### src/rtl/triple_byte_packer_pkg.sv
// Shared types for the triple byte packer: FSM state encoding and slot count.
package triple_byte_packer_pkg;

  typedef enum logic [1:0] {
    FILL0 = 2'd0,
    FILL1 = 2'd1,
    FILL2 = 2'd2,
    FULL  = 2'd3
  } state_t;

  localparam int unsigned SLOT_COUNT = 3;

endpackage

### src/rtl/triple_rotate_regs.sv
// Three WIDTH-bit slot registers with per-slot loads and a concurrent a<-b<-c<-a rotate.
module triple_rotate_regs #(
  parameter int unsigned WIDTH = 8
) (
  input  logic             clk,
  input  logic             rst,
  input  logic             load_a,
  input  logic             load_b,
  input  logic             load_c,
  input  logic             rot_en,
  input  logic [WIDTH-1:0] d,
  output logic [WIDTH-1:0] a,
  output logic [WIDTH-1:0] b,
  output logic [WIDTH-1:0] c
);

  always_ff @(posedge clk) begin
    if (rst) begin
      a <= '0;
      b <= '0;
      c <= '0;
    end else if (rot_en) begin
      // All three take pre-edge values, so the rotation never cascades.
      a <= b;
      b <= c;
      c <= a;
    end else begin
      if (load_a) a <= d;
      if (load_b) b <= d;
      if (load_c) c <= d;
    end
  end

endmodule

### src/rtl/triple_byte_packer.sv
// Packs three consecutive upstream words into slots a/b/c and hands the triple downstream.
module triple_byte_packer
  import triple_byte_packer_pkg::*;
#(
  parameter int unsigned WIDTH = 8
) (
  input  logic             clk,
  input  logic             rst,
  input  logic             in_valid,
  input  logic [WIDTH-1:0] in_data,
  output logic             in_ready,
  input  logic             rot_en,
  output logic             out_valid,
  input  logic             out_ready,
  output logic [WIDTH-1:0] out_a,
  output logic [WIDTH-1:0] out_b,
  output logic [WIDTH-1:0] out_c,
  output logic [1:0]       fill_cnt,
  output logic [1:0]       rot_cnt
);

  state_t state;
  logic   in_xfer;
  logic   do_rot;

  assign out_valid = (state == FULL);
  assign fill_cnt  = state;
  // In FULL a word can only enter when the held triple leaves in the same cycle.
  assign in_ready  = (state != FULL) | out_ready;
  assign in_xfer   = in_valid & in_ready;
  assign do_rot    = (state == FULL) & rot_en & ~out_ready;

  always_ff @(posedge clk) begin
    if (rst) begin
      state   <= FILL0;
      rot_cnt <= '0;
    end else begin
      unique case (state)
        FILL0: if (in_xfer) state <= FILL1;
        FILL1: if (in_xfer) state <= FILL2;
        FILL2: begin
          if (in_xfer) begin
            state   <= FULL;
            rot_cnt <= '0;
          end
        end
        FULL: begin
          if (out_ready) begin
            state <= in_valid ? FILL1 : FILL0;
          end else if (rot_en) begin
            rot_cnt <= (rot_cnt == 2'(SLOT_COUNT - 1)) ? 2'd0 : rot_cnt + 2'd1;
          end
        end
        default: state <= FILL0;
      endcase
    end
  end

  triple_rotate_regs #(
    .WIDTH(WIDTH)
  ) u_regs (
    .clk   (clk),
    .rst   (rst),
    .load_a(in_xfer & ((state == FILL0) | (state == FULL))),
    .load_b(in_xfer & (state == FILL1)),
    .load_c(in_xfer & (state == FILL2)),
    .rot_en(do_rot),
    .d     (in_data),
    .a     (out_a),
    .b     (out_b),
    .c     (out_c)
  );

endmodule

### config.mk
export PLATFORM = sky130hd
export DESIGN_NAME = triple_byte_packer
export DESIGN_NICKNAME = d
export VERILOG_FILES = /design/src/rtl/triple_byte_packer_pkg.sv /design/src/rtl/triple_rotate_regs.sv /design/src/rtl/triple_byte_packer.sv
export SDC_FILE = /design/constraint.sdc
export NUM_CORES = 1
export LEC_CHECK = 0
export ABC_AREA = 1
export CAP_MARGIN = 20
export CELL_PAD_IN_SITES_DETAIL_PLACEMENT = 1
export CELL_PAD_IN_SITES_GLOBAL_PLACEMENT = 2
export CORE_ASPECT_RATIO = 1.2
export CORE_UTILIZATION = 28
export CTS_BUF_LIST = sky130_fd_sc_hd__clkbuf_4
export CTS_CLUSTER_DIAMETER = 200
export DETAILED_ROUTE_END_ITERATION = 6
export PLACE_DENSITY_LB_ADDON = 0.2
export SYNTH_ARGS = -nofsm -noshare
export SYNTH_HDL_FRONTEND = slang
export SYNTH_SLANG_ARGS = --single-unit
### constraint.sdc
create_clock -name clk -period 2.85 [get_ports clk]
set_input_delay 0.855 -clock clk [delete_from_list [all_inputs] [get_ports clk]]
set_output_delay 0.855 -clock clk [all_outputs]
set_load 0.01 [all_outputs]
==> qor.txt, run 1 <==
Status = finished, final reports clean
Initial drt markers = 54
DR vias/cell = 4.76
CTS tree = built
Core Util, Final = 39.3%
Pwr per Cell Area = 672 nW/um^2
Die Ht = 83.3 um
Synthesis-to-finish area growth = 34.9%
Period utilization = 86.4%
Slew Limit Fails = 0
Unrepaired setup endpoints after global routing = false
Max transition margin = 81.8%
Port buffer count = 42
Netlist Area Pre-Place = 1540 um^2
Post-synthesis instance total = 221
Postcts setup bufs = 0
Share of cells above drive strength 1 = 7.52%
First-pass GRT wire length = 7.25 mm
Worst Tran Pin Value = 0.273 ns
ANT cells = 0
Routability Congestion = 0.726
Final ANT Viol Nets = 0
Netlist cell types = 20
Most frequent cells in the layout = nand2_1 (48), clkdlybuf4s50_1 (41), inv_1 (31)
Critical Path Max Stage Delay = 0.48 ns
FP Rows = 29
FMAX = 406 MHz
Commonest non-fill, non-tap cell in the layout = nand2_1
Initial antenna violation count = 0
Crit end category = primary output
Nets = 286
FFs w/ async S/R, synth = 0%
DIE AREA = 5820 um^2
I/O Pins = 43
Synth Flop Type = dfxtp_1
Data required time of the worst path = 2.00 ns
Total GRT Usage = 15.1%
Syn_nets = 240
Kind of critical path = in -> out
Remaining DRCs = 0
Final-report hold violation count = 0
Max-Cap Viols = 0
Largest net degree at the start of global routing = 25
Critical Path Start Type = input pin
Initial core utilization = 29.1%
Sink Count = 28
Die span in x = 69.8 um
Post-synthesis average cell area = 6.99 um^2
Setup TNS = 0 ns
H-tree levels = 1
Num CTS Buffers = 3
Part of the Yosys area used for sequential elements = 36.3%
Detailed-route via count = 1,562
Gr ovfl total = 0
Final Setup Violations = 0
Vias in the first global route = 1,500
DP Wirelength = 3.02 mm
Post-synth EDFFs = 0
Routed WL per cell = 12.4 um
Final min period = 2.46 ns
CORE AREA = 5300 um^2
Drt total wl = 4.08 mm
First-pass detailed-route iteration total = 4
Cell Chain, Critical Path = clkdlybuf4s50_1 -> inv_1 -> nand2_1 -> dlymetal6s2s_1
Clock transition at the registers of the reported paths = 0.15 ns
Clock Tree Buf Depth = 2
Fill count = 667
Skew-Pair Late Insertion Delay = 0.33 ns
Root buf cell = clkbuf_4
CP Data Arrival Time = 1.61 ns
VDD IR max = 0.000329 V
Worst Path Max Fanout = 2
Synth warnings = 0
Post-Route Skew = 0.00641 ns
LEAKAGE = 0.768 nW
CTS Hold Buffers Added = 0
Hold WC Path Type = reg -> reg
Slowest cell on the critical path = clkdlybuf4s50_1
Register bit total from synthesis = 28
final cells by class:
class / instances / area (um^2) / area share [%]
repair buffers: 50 / 508 / 24.4
clock buffers: 3 / 22.5 / 1.08
well taps: 62 / 77.6 / 3.72
multi-input cells: 152 / 791 / 38.0
inverters: 32 / 120 / 5.77
flip-flops and latches: 28 / 561 / 26.9
clock inverters: 1 / 3.75 / 0.180
synthesized netlist by cell type (2+ instances only):
master / number / area share [%]
clkbuf_1: 2 / 0.49
o21ai_1: 24 / 7.8
ha_1: 6 / 4.9
buf_6: 5 / 3.6
o21ai_0: 2 / 0.65
nand2_4: 5 / 3.6
nand2_1: 48 / 12
a21oi_1: 27 / 8.8
dfxtp_1: 28 / 36
nand3_1: 28 / 9.1
inv_1: 31 / 7.5
nor2_1: 7 / 1.7
worst max-delay path: cells and delay by family:
family                 cells  cell delay (ns)
buffers and inverters      3             0.69
AND/OR/NAND/NOR            1             0.07
power by group:
group	internal, mW	leakage [nW]	switching (mW)
sequential	0.477	0.228	0.0766
combinational	0.313	0.524	0.360
clock	0.0513	0.0154	0.122
total	0.842	0.768	0.559
what timing repair did:
item	CTS	global route
setup endpoints to repair	0	1
endpoints found under the hold margin	0	0
resized for setup	0	1
worst paths after layout:
| path | from | endpoint | slack [ns] | cells past startpoint |
|---|---|---|---|---|
| setup reg to reg | fill_cnt[1]$_SDFFE_PP0P_ | u_regs.a[4]$_SDFFE_PP0P_ | 1.18 | 8 |
| hold reg to reg | u_regs.a[3]$_SDFFE_PP0P_ | u_regs.a[3]$_SDFFE_PP0P_ | 0.51 | 2 |
| setup / recovery | out_ready | in_ready | 0.39 | 4 |
| hold / removal | u_regs.a[3]$_SDFFE_PP0P_ | u_regs.a[3]$_SDFFE_PP0P_ | 0.51 | 2 |
flip-flops by register name, indices dropped and copies added (netlist names):
signal / count
fill_cnt: 2
rot_cnt: 2
u_regs.a: 8
u_regs.b: 8
u_regs.c: 8
per-stage QoR:
stage | power [mW] | cell area [um^2] | hold slack [ns] | setup WS, ns | std cells
floorplan | 0.942 | 1540 | 0.518 | 0.907 | 221
global placement | 1.25 | 2050 | 0.490 | 0.0195 | 324
CTS | 1.44 | 2080 | 0.515 | 0.00334 | 328
detailed placement | 1.25 | 2050 | 0.495 | 0.0115 | 324
finish | 1.40 | 2080 | 0.510 | 0.388 | 328
global route | 1.53 | 2080 | 0.546 | 0.307 | 328
cells by family (layout without fill, tap and decap cells):
group                      after synthesis  count (layout)  share of synthesized area, %
buffers and inverters                   41              86                          12.5
DFF                                     28              28                          36.3
and+or+nand+nor                         93              93                          29.2
AOI/OAI and AO/OA                       53              53                          17.2
adders and majority gates                6               6                          4.86
routing by layer:
metal	track usage (%)	vias up	part of all wire [%]
li1	-	811	-
met1	19.1	725	45
met2	26.1	24	51
met4	4.36	0	0.71
met5	0	-	0
met3	2.18	2	3.3
Power figures use the tool's default switching activity.
==> run 2, diff against run 1 <==
--- a/config.mk
+++ b/config.mk
@@ -13,6 +13,7 @@
 export CORE_UTILIZATION = 28
 export CTS_BUF_LIST = sky130_fd_sc_hd__clkbuf_4
 export CTS_CLUSTER_DIAMETER = 200
+export CTS_CLUSTER_SIZE = 8
 export DETAILED_ROUTE_END_ITERATION = 6
 export PLACE_DENSITY_LB_ADDON = 0.2
 export SYNTH_ARGS = -nofsm -noshare
==> results of run 2 <==
Same layout as run 1: the final DEF is identical, and so are final timing and power.
